===== src/rtl/projectile_launch_ctrl.sv =====
// Projectile launch controller: release-to-arm fire key, frame-based cooldown and
// fixed-priority or round-robin allocation across NUM_SLOTS projectile slots.
module projectile_launch_ctrl #(
  parameter int unsigned NUM_SLOTS       = 5,
  parameter logic [7:0]  FIRE_KEY        = 8'h59,
  parameter int unsigned COOLDOWN_FRAMES = 8,
  parameter int unsigned CNT_W           = 4,
  parameter bit          ROUND_ROBIN     = 1'b0
) (
  input  logic                 Clk,
  input  logic                 Reset,
  input  logic                 frame_clk_edge,
  input  logic [7:0]           keycode,
  input  logic                 press,
  input  logic                 dead_char,
  input  logic [NUM_SLOTS-1:0] slot_ready,
  output logic [NUM_SLOTS-1:0] fire,
  output logic                 cooldown_busy,
  output logic [7:0]           shot_count
);

  localparam int unsigned PTR_W = (NUM_SLOTS > 1) ? $clog2(NUM_SLOTS) : 1;

  typedef enum logic [0:0] {StWaitRelease, StArmed} state_e;

  state_e               state_q, state_d;
  logic [CNT_W-1:0]     cnt_q, cnt_d;
  logic [PTR_W-1:0]     rr_ptr_q, rr_ptr_d;
  logic [NUM_SLOTS-1:0] fire_q, fire_d;
  logic                 busy_q;
  logic [7:0]           shot_q, shot_d;

  logic [NUM_SLOTS-1:0] grant;
  logic [PTR_W-1:0]     grant_idx;
  logic                 found;
  int unsigned          idx;
  logic [PTR_W-1:0]     idx_w;
  logic                 key_match;

  // Slot search: offset k from the start point, wrapping when round-robin.
  always_comb begin
    grant     = '0;
    grant_idx = '0;
    found     = 1'b0;
    idx       = 0;
    idx_w     = '0;
    for (int unsigned k = 0; k < NUM_SLOTS; k++) begin
      idx   = ROUND_ROBIN ? ((32'(rr_ptr_q) + k) % NUM_SLOTS) : k;
      idx_w = PTR_W'(idx);
      if (!found && slot_ready[idx_w]) begin
        found        = 1'b1;
        grant[idx_w] = 1'b1;
        grant_idx    = idx_w;
      end
    end
  end

  assign key_match = (keycode == FIRE_KEY);

  always_comb begin
    state_d  = state_q;
    cnt_d    = cnt_q;
    rr_ptr_d = rr_ptr_q;
    fire_d   = '0;
    shot_d   = shot_q;
    if (frame_clk_edge) begin
      if (cnt_q != '0) begin
        cnt_d = cnt_q - CNT_W'(1);
      end
      case (state_q)
        StWaitRelease: begin
          if (key_match && !press) begin
            state_d = StArmed;
          end
        end
        StArmed: begin
          if (dead_char) begin
            state_d = StWaitRelease;
          end else if (key_match && press && (cnt_q == '0) && found) begin
            state_d = StWaitRelease;
            fire_d  = grant;
            cnt_d   = CNT_W'(COOLDOWN_FRAMES);
            shot_d  = shot_q + 8'd1;
            if (ROUND_ROBIN) begin
              rr_ptr_d = (grant_idx == PTR_W'(NUM_SLOTS - 1)) ? '0 : grant_idx + PTR_W'(1);
            end
          end
          // Blocked launches (no slot or cooling down) keep the FSM armed.
        end
        default: state_d = StWaitRelease;
      endcase
    end
  end

  always_ff @(posedge Clk or posedge Reset) begin
    if (Reset) begin
      state_q  <= StWaitRelease;
      cnt_q    <= '0;
      rr_ptr_q <= '0;
      fire_q   <= '0;
      busy_q   <= 1'b0;
      shot_q   <= '0;
    end else begin
      state_q  <= state_d;
      cnt_q    <= cnt_d;
      rr_ptr_q <= rr_ptr_d;
      fire_q   <= fire_d;
      busy_q   <= (cnt_d != '0);
      shot_q   <= shot_d;
    end
  end

  assign fire          = fire_q;
  assign cooldown_busy = busy_q;
  assign shot_count    = shot_q;

endmodule

===== config.mk =====
export PLATFORM = sky130hd
export DESIGN_NAME = projectile_launch_ctrl
export DESIGN_NICKNAME = d
export VERILOG_FILES = /design/src/rtl/projectile_launch_ctrl.sv
export SDC_FILE = /design/constraint.sdc
export NUM_CORES = 1
export LEC_CHECK = 0
export BUFFER_PORTS_ARGS = -buffer_cell sky130_fd_sc_hd__buf_4
export CAP_MARGIN = 20
export CORE_MARGIN = 5
export CORE_UTILIZATION = 52
export CTS_CLUSTER_DIAMETER = 120
export DETAILED_ROUTE_END_ITERATION = 16
export HOLD_SLACK_MARGIN = 0.1
export PLACE_DENSITY = 0.82
export SLEW_MARGIN = 10
export SYNTH_ARGS = -nofsm -noshare
export SYNTH_HDL_FRONTEND = slang
export SYNTH_SLANG_ARGS = --single-unit

===== constraint.sdc =====
create_clock -name Clk -period 4.2 [get_ports Clk]
set_clock_uncertainty 0.2 [all_clocks]
set_input_delay 0.42 -clock Clk [delete_from_list [all_inputs] [get_ports Clk]]
set_output_delay 0.42 -clock Clk [all_outputs]
set_load 0.01 [all_outputs]

Word level (Yosys, flattened, before mapping)
Cells that the tools add are included.
- register bits after elaboration: 19
- bits of input ports: 18
- output and inout port bits: 14
- logic and storage cells: 49
- add/sub/neg operators: 2
- eq/ne operators: 1
- muxes and demuxes: 22
- bitwise gates (word level): 2
- reductions and logical operators: 17
- operator list (operator ; number):
    $mux 4 ; 5
    $mux 5 ; 4
    $mux 1 ; 12
    $add 8x1->8 const B ; 1
    $eq 8x7->1 const B ; 1
    $logic_and 1x1->1 ; 8
    $reduce_bool 4->1 ; 2
    $logic_not 1->1 ; 5
    $logic_not 4->1 ; 1
    $reduce_and 4->1 ; 1
    $sub 4x1->4 const B ; 1
    $not 1->1 ; 2
    $pmux 1 s2 ; 1

Logic depth before layout (Yosys ltp)
Gate-level depths: netlist of the first run.
- depth in word-level cells: 19
- depth in mapped cells: 7
- mapped depth without buffers: 6

Worst setup path before layout of the first run
OpenSTA, ideal clock, no wires.
- path type: reg2reg
- start: register cnt_q[0]
- end: register fire_q[2], in the netlist fire[2]
- library setup time: 0.095 ns
- data arrival time: 1.712 ns
- required time: 3.905 ns
- slack: 2.193 ns
- stages on the path, launching flop included: 8
- path buffers: 1
- period minus slack after synthesis: 2.007 ns
- path through: dfrtp_1 -> inv_1 -> ha_1 -> nor3b_2 -> o311ai_4 -> or2_1 -> buf_6 -> nor4b_2
- word-level cells in the longest chain between the ends: 7
- ends and longest elaborated chain (what ; line ; source):
    start, declared ; 27 ; logic [CNT_W-1:0] cnt_q, cnt_d;
    start signal, assigned ; 105 ; cnt_q <= cnt_d;
    $logic_not 4->1 ; 79 ; end else if (key_match && press && (cnt_q == '0) && found) begin
    $logic_and 1x1->1 (2 in a row) ; 79 ;
    $mux 5 ; 79 ;
    $mux 5 ; 77 ; if (dead_char) begin
    $mux 5 ; 70 ; case (state_q)
    $mux 5 ; 66 ; if (frame_clk_edge) begin
    named net fire_d[2] ; 29 ; logic [NUM_SLOTS-1:0] fire_q, fire_d;
    end signal, assigned ; 107 ; fire_q <= fire_d;
    end, declared ; 29 ;
The timed path passes the listed nets, and every way through them passes these cells.
A chain may end at the register's enable or synchronous reset.

Final worst setup path of the first run
- start: register cnt_q[0]
- end: register fire_q[4], in the netlist fire[4]
Same word-level chain as after synthesis.

==> out/metrics.cfg, run 1 <==
[outcome]
run_status = completed

[final_layout]
final.fill_count = 146
syn_to_final_growth_pct = 28.8
area_taken_by_multi_input_logic_gates_sq_um = 475
final-seq-area_sq_um = 475
post_route_cells_drive_above_1_share_pct = 38.2
finish.cell_count_without_fillers = 148
antennaDiodeCount = 0
layout.cell_area.non_filler_sq_mm = 0.00127
finalNetCount = 144

[logic_synthesis]
synth.avg_cell_area_sq_um = 11.1
synth.area.top_cells = sky130_fd_sc_hd__dfrtp_1, sky130_fd_sc_hd__xor2_1, sky130_fd_sc_hd__nor3_1, sky130_fd_sc_hd__o311ai_4, sky130_fd_sc_hd__xnor2_1
synth.area.mux_share_pct = 3.79
synthXorXnorAreaFrac_pct = 7.08
postSynthRegisterBits = 19
yosys_warns = 0
netlist.top_cell.by_area = sky130_fd_sc_hd__dfrtp_1
yosysUniqueCellTypes = 35
synth.net_count = 109
synth_top_cell_area_share_pct = 48.0
ys_seq_area_share_pct = 48.0
synth-async-reset-ratio_pct = 100
post_synth_fa_ha_maj_area_fraction_pct = 2.53
synth-edff-count = 0
synth_area_sq_um = 990
synth_simple_gate_area_share_pct = 29.0
synth_compound_area_share_pct = 5.69
synth_top_family_by_area = simple AND/OR/NAND/NOR gates
syn_inst = 89
ys_dominant_reg_cell = sky130_fd_sc_hd__dfrtp_1

[floorplan]
die_height_um = 53.6
initial_core_util_pct = 56.1
fp-row-count = 15
core_sq_mm = 0.00176
floorplan.die_area_sq_mm = 0.00288
die_width_um = 53.6
num_io_pins = 32

[drt]
route.vias.total = 812
drc = 0
wl_mm = 2.10
drt_pre_antenna_iters = 4
dr_wl_met3_um = 190
drt_first_iter_violations = 15
route.detailed.vias_per_inst = 5.49
detailroute.wirelength.met2_um = 998
met1_layer_wirelength_in_the_final_routing_um = 879
routed_length_per_placed_instance_um = 14.2
ant_nets = 0
top_layer = met4

[timing]
timing_hold_violations_final = 0
whs_ns = 0.104
final.setup.tns_ns = 0
maxSlewViolCount = 0
max_freq_mhz = 450
final_min_period_over_clock_period_pct = 53.0
report.final.setup_viol = 0
unrepaired_setup_endpoints_after_global_routing = no
timing.final.crit_period_ns = 2.22
max_slew_margin_pct = 53.0
tightest_slew_ns = 0.704
layout_setup_ws_ns = 1.98

[worst_setup_path]
arrival_time_at_the_worst_endpoint_ns = 2.22
worst-path-max-fanout = 9
critPathLaunchType = register
critical_path.reg2reg.startpoint = cnt_q[0]
path_type_of_the_worst_setup_path = register to register
timing.rr.end = fire[4]
timing.critical_path.from = cnt_q[0]
timing.reg2reg.setup_slack_ns = 1.98
r2r_cells = 6
worst_setup_path_end_kind = register
crit_required_ns = 4.20
critical_path.endpoint = fire[4]

[power_and_ir_drop]
power.clock.fraction_pct = 19.7
power.switching_fraction_pct = 32.2
vdd_ir_drop_max_v = 0.000312
reported_net_switching_power_mw = 0.150
internal-power_mw = 0.316
power_frac_seq_pct = 50.2
pwr-share-comb_pct = 30.1
total_power_density_per_cell_area_mw_per_mm2 = 366
total_leakage_power_nw = 0.637

[place]
placedCellCount = 143
routabilityCongestion = 0.826
placement.cell_area_sq_mm = 0.00124
dp_hpwl_mm = 1.66
pre_cts_slack_ns = 2.01
buffer_ports.inserted = 31

[global_routing]
grt_overflow = 0
number_of_antenna_violations_at_the_first_check_in_global_routing = 0
grt_max_degree = 20
grt_util_all_layers_pct = 16.4
via_count_of_the_first_global_routing_pass = 818
grt_first_pass_wirelength_mm = 3.45

[clock_tree]
cts_made_buffers = 3
clock_tree.buffer_depth = 2
path_clk_slew_ns = 0.11
h-tree-depth = 1
clock_latency_late_sink_ns = 0.30
cts_setup_buffers = 0
postCtsResizedCells = 0
cts.sinks = 19
cts.root.buffer_cell = sky130_fd_sc_hd__clkbuf_4
holdBufCountCts = 1
cts_tree = yes

[hold_path]
cells_on_worst_hold_path = 2
holdCritPathClass = primary input to register

[run]
max-cap-violations = 0

## registers in the layout (all words and copies together), names as in the netlist
register       count
state_q            1
cnt_q              4
fire               5
cooldown_busy      1
shot_count         8
## power by group through the flow
stage / combinational [mW] / sequential [mW] / clock [mW]
after floorplan: 0.0970 / 0.233 / 0
after global placement: 0.135 / 0.234 / 0
after detailed placement: 0.141 / 0.236 / 0
after CTS: 0.142 / 0.232 / 0.0926
after global routing: 0.158 / 0.238 / 0.102
final: 0.140 / 0.234 / 0.0920
## Yosys cell counts, types with 2 or more instances
library cell and instances:
sky130_fd_sc_hd__dfrtp_1 19, sky130_fd_sc_hd__nor4b_1 2, sky130_fd_sc_hd__xor2_1 5, sky130_fd_sc_hd__xnor2_1 3
sky130_fd_sc_hd__nor4_1 2, sky130_fd_sc_hd__nor2b_1 2, sky130_fd_sc_hd__mux2_2 2, sky130_fd_sc_hd__and4bb_2 2
sky130_fd_sc_hd__and2_1 2, sky130_fd_sc_hd__o21ai_0 2, sky130_fd_sc_hd__nand3_1 4, sky130_fd_sc_hd__nor3_1 6
sky130_fd_sc_hd__ha_1 2, sky130_fd_sc_hd__nor2_1 4, sky130_fd_sc_hd__nand2b_1 2, sky130_fd_sc_hd__nand2_1 4
sky130_fd_sc_hd__inv_1 6, sky130_fd_sc_hd__nand4_1 3
## per-stage QoR
stage | util (%) | power (mW)
floorplan | - | 0.330
global placement | 70.1 | 0.369
detailed placement | 70.1 | 0.377
CTS | 72.3 | 0.467
global route | 72.3 | 0.498
finish | 72.3 | 0.466
## kinds of logic (layout without fill, tap and decap cells)
logic type | Yosys count | in the layout
simple gates | 43 | 43
flops | 19 | 19
xor+xnor | 8 | 8
buf+inv | 8 | 42
compound gates | 6 | 6
mux | 3 | 3
fa+ha+maj | 2 | 2
## placed cells by master (no fill, tap or decap), drive strengths merged
master and n:
ha 2, nor4 2, or2 1, dlygate4sd3 1, nand3b 1, or3 1
nand2 4, nor3 6, nand4 4, nand2b 2, nor4b 3, nand3 4
inv 6, clkinv 1, and3 1, and4bb 2, xor2 5, o21ai 2
nor2 5, or4b 1, and2 2, nor3b 2, mux2 3, a21oi 1
o211ai 1, xnor2 3, clkbuf 3, o311ai 1, nor2b 2, dfrtp 19
o21a 1, buf 31
## routing by layer
layer	up-vias	global-route usage, %
met5	-	0
met4	0	3.83
met3	5	5.54
met2	30	29.8
met1	394	18.4
li1	383	-
## layout make-up
cell class,count,area share (%)
well taps,25,2.45
clock buffers,3,1.77
inverters,6,1.77
clock inverters,1,0.393
flip-flops and latches,19,37.3
repair buffers,32,19.0
multi-input cells,62,37.3
## critical path, cell delays in order, from the launching register on
cell	delay (ns)
sky130_fd_sc_hd__dfrtp_1	0.44
sky130_fd_sc_hd__inv_1	0.11
sky130_fd_sc_hd__ha_1	0.23
sky130_fd_sc_hd__nor3b_2	0.28
sky130_fd_sc_hd__o311ai_4	0.21
sky130_fd_sc_hd__or2_1	0.38
sky130_fd_sc_hd__nor4b_1	0.27
## worst min-delay path by stage
stage,startpoint,end,slack [ns]
6_report,slot_ready[0],fire[2],0.10
3_5_place_dp,shot_count[7],shot_count[7],0.26
5_1_grt,slot_ready[0],fire[2],0.10
2_1_floorplan,Reset,cnt_q[0],0.17
4_1_cts,slot_ready[0],fire[2],0.11
3_3_place_gp,shot_count[7],shot_count[7],0.26
Note: power is estimated with default switching activity, not from simulation.
==> run 2, diff against run 1 <==
Settings changed: CORE_UTILIZATION 52 to 49, PLACE_DENSITY 0.82 to 0.77.
Clock period 4.2 ns to 2.2 ns, I/O delays scaled along.
==> run 2 against run 1 <==
Sequential cell count is the same; combinational power rose by 130%; cell area is 11% higher; sequential power increased by 91%; count of clock-buffer cells in the layout unchanged; core utilization grew 0.35 points; wire length is 12% higher; die area grew 5.0%; hold slack better by 0.12 ns.
==> out/metrics.cfg, run 2 (same netlist as run 1, synthesis figures left out) <==
[floorplan]
die_height_um = 54.9  ; +2.5%
core_sq_mm = 0.00194  ; +10%
initial_core_util_pct = 51.0  ; -5.1 points
fp-row-count = 16  ; +1
num_io_pins = 32  ; unchanged
die_width_um = 54.9  ; +2.5%
floorplan.die_area_sq_mm = 0.00302  ; +5.0%

[drt]
routed_length_per_placed_instance_um = 14.5  ; +2.5%
drt_first_iter_violations = 13  ; -2
route.vias.total = 840  ; +3.4%
drt_pre_antenna_iters = 4  ; unchanged
route.detailed.vias_per_inst = 5.22  ; -4.9%
drc = 0  ; unchanged
ant_nets = 0  ; unchanged
wl_mm = 2.34  ; +12%

[final_layout]
flip_flop_count_of_the_largest_register_after_layout = 8  ; unchanged
mostFrequentLayoutCells = sky130_fd_sc_hd__buf_4, sky130_fd_sc_hd__dfrtp_1, sky130_fd_sc_hd__dlygate4sd3_1
syn_to_final_growth_pct = 42.5
layout.cell_area.non_filler_sq_mm = 0.00141  ; +11%
antennaDiodeCount = 0  ; unchanged
most_common_cell_after_layout_fill_and_taps_aside = sky130_fd_sc_hd__buf_4
finish.cell_count_without_fillers = 161  ; +8.8%
finalNetCount = 155  ; +7.6%
post_route_cells_drive_above_1_share_pct = 38.1  ; -0.15 points

[worst_setup_path]
r2r_cells = 6  ; unchanged
timing.critical_path.slowest_cell_delay_ns = 0.43  ; about the same
critical_path.endpoint = shot_count[7]
path_type_of_the_worst_setup_path = register to register
critPathLaunchType = register
arrival_time_at_the_worst_endpoint_ns = 2.17  ; -0.05 ns
timing.critical_path.from = cnt_q[0]
timing.reg2reg.setup_slack_ns = 0.07  ; -1.91 ns
critical_path.reg2reg.startpoint = cnt_q[0]
critical_path.cell_chain = inv_1 > ha_2 > nor3b_4 > o311ai_4 > nor4_1 > xor2_1
worst-path-max-fanout = 5  ; -4
crit_buf_inv = 1  ; unchanged
timing.rr.end = shot_count[7]
timing.critical_path.slowest_stage_cell = sky130_fd_sc_hd__dfrtp_1
timing.critical_path.depth = 6  ; unchanged
crit_required_ns = 2.23  ; -1.97 ns
worst_setup_path_end_kind = register
timing.critical_path.max_delay_family = simple AND/OR/NAND/NOR gates

[global_routing]
grt_max_degree = 20  ; unchanged
grt_overflow = 0  ; unchanged
grt_util_all_layers_pct = 15.4  ; -1.0 points
number_of_antenna_violations_at_the_first_check_in_global_routing = 0  ; unchanged
via_count_of_the_first_global_routing_pass = 770  ; -5.9%
grt_first_pass_wirelength_mm = 3.30  ; -4.4%

[hold_path]
holdCritPathClass = primary input to register

[clock_tree]
cts_tree = yes
cts.sinks = 19  ; unchanged
cts_made_buffers = 3  ; unchanged
path_clk_slew_ns = 0.12  ; about the same
h-tree-depth = 1  ; unchanged
cts.root.buffer_cell = sky130_fd_sc_hd__clkbuf_4
clock_latency_late_sink_ns = 0.31  ; about the same
clock_tree.buffer_depth = 2  ; unchanged

[place]
routabilityCongestion = 0.772  ; -6.6%
placement.cell_area_sq_mm = 0.00124  ; +0.20%
placedCellCount = 145  ; +1.4%
buffer_ports.inserted = 31  ; unchanged
dp_hpwl_mm = 1.63  ; -2.2%

[timing]
report.final.setup_viol = 0  ; unchanged
final_min_period_over_clock_period_pct = 97.0  ; +44 points
max_freq_mhz = 469  ; +4.2%
timing.final.crit_period_ns = 2.13  ; -0.0903 ns
maxSlewViolCount = 0  ; unchanged
timing_hold_violations_final = 0  ; unchanged
tightest_slew_ns = 0.715  ; +0.0117 ns
whs_ns = 0.223  ; +0.119 ns
max_slew_margin_pct = 52.3  ; -0.78 points

[outcome]
run_status = completed

[power_and_ir_drop]
totalPowerFinal_mw = 0.952  ; +100%
vdd_ir_drop_max_v = 0.000515  ; +65%
total_leakage_power_nw = 0.676  ; +6.0%
total_power_density_per_cell_area_mw_per_mm2 = 675  ; +85%

[run]
max-cap-violations = 0  ; unchanged

## run 2: cell count changes in the layout (fill, tap and decap cells not counted)
cell	previous run	this run
sky130_fd_sc_hd__buf_4	31	32
sky130_fd_sc_hd__clkinv_2	1	0
sky130_fd_sc_hd__clkinvlp_4	0	1
sky130_fd_sc_hd__dlygate4sd3_1	1	10
sky130_fd_sc_hd__ha_1	2	1
sky130_fd_sc_hd__ha_2	0	1
sky130_fd_sc_hd__nor2_2	1	0
sky130_fd_sc_hd__nor2_4	0	1
sky130_fd_sc_hd__nor3b_2	1	0
sky130_fd_sc_hd__nor3b_4	0	1
sky130_fd_sc_hd__o311ai_2	0	1
sky130_fd_sc_hd__or2_1	1	0
sky130_fd_sc_hd__or2_4	0	1
## run 2: what timing repair did
item                       CTS  global route
cloned                       0             1
buffers inserted             0             1
gates resized for setup      1             3
hold endpoints to repair    26             0
pin swaps                    0             2
hold buffers                10             0
setup endpoints to repair    2             6
## run 2: final cells by class
class | instances | area [sq um]
Tap cell | 27 | 33.8
Fill cell | 154 | 532
Clock buffer | 3 | 22.5
Inverter | 6 | 22.5
Multi-Input combinational cell | 63 | 508
Sequential cell | 19 | 475
Timing Repair Buffer | 42 | 340
Clock inverter | 1 | 7.51
## run 2: report_power, final
part | internal, mW | switching [mW] | leakage (nW)
clock network | 0.0694 | 0.115 | 0.0139
logic | 0.174 | 0.148 | 0.414
registers | 0.396 | 0.0501 | 0.248
## run 2: through the flow
stage	utilization (%)	worst slack (ns)	setup TNS (ns)
after CTS	70.7	0.0247	0
after global routing	72.6	-0.0401	-0.0432
after detailed placement	63.9	-0.00412	-0.00412
after floorplan	-	0.193	0
final	72.6	0.0661	0
after global placement	63.9	0.114	0
## run 2: worst min-delay path by stage
stage	to	depth (start not counted)	slack [ns]	from
floorplan	cnt_q[0]	1	-0.03	Reset
global placement	shot_count[7]	2	0.18	Reset
detailed placement	shot_count[7]	2	0.19	Reset
CTS	state_q	4	0.22	keycode[5]
global route	state_q	4	0.26	keycode[5]
finish	state_q	4	0.22	keycode[5]
## run 2: metal layers
metal  global-route usage, %  vias up  share of wire, %
met1                    18.0      401                43
met3                    7.24        0               7.7
met4                    3.64        0                 0
met2                    25.4       29                50
li1                        -      410                 -
met5                       0        -                 0
## run 2: worst register-to-register path, cell delays in order (launching register included)
cell and delay [ns]:
sky130_fd_sc_hd__dfrtp_1 0.43, sky130_fd_sc_hd__inv_1 0.12, sky130_fd_sc_hd__ha_2 0.23, sky130_fd_sc_hd__nor3b_4 0.29
sky130_fd_sc_hd__o311ai_4 0.20, sky130_fd_sc_hd__nor4_1 0.41, sky130_fd_sc_hd__xor2_1 0.18
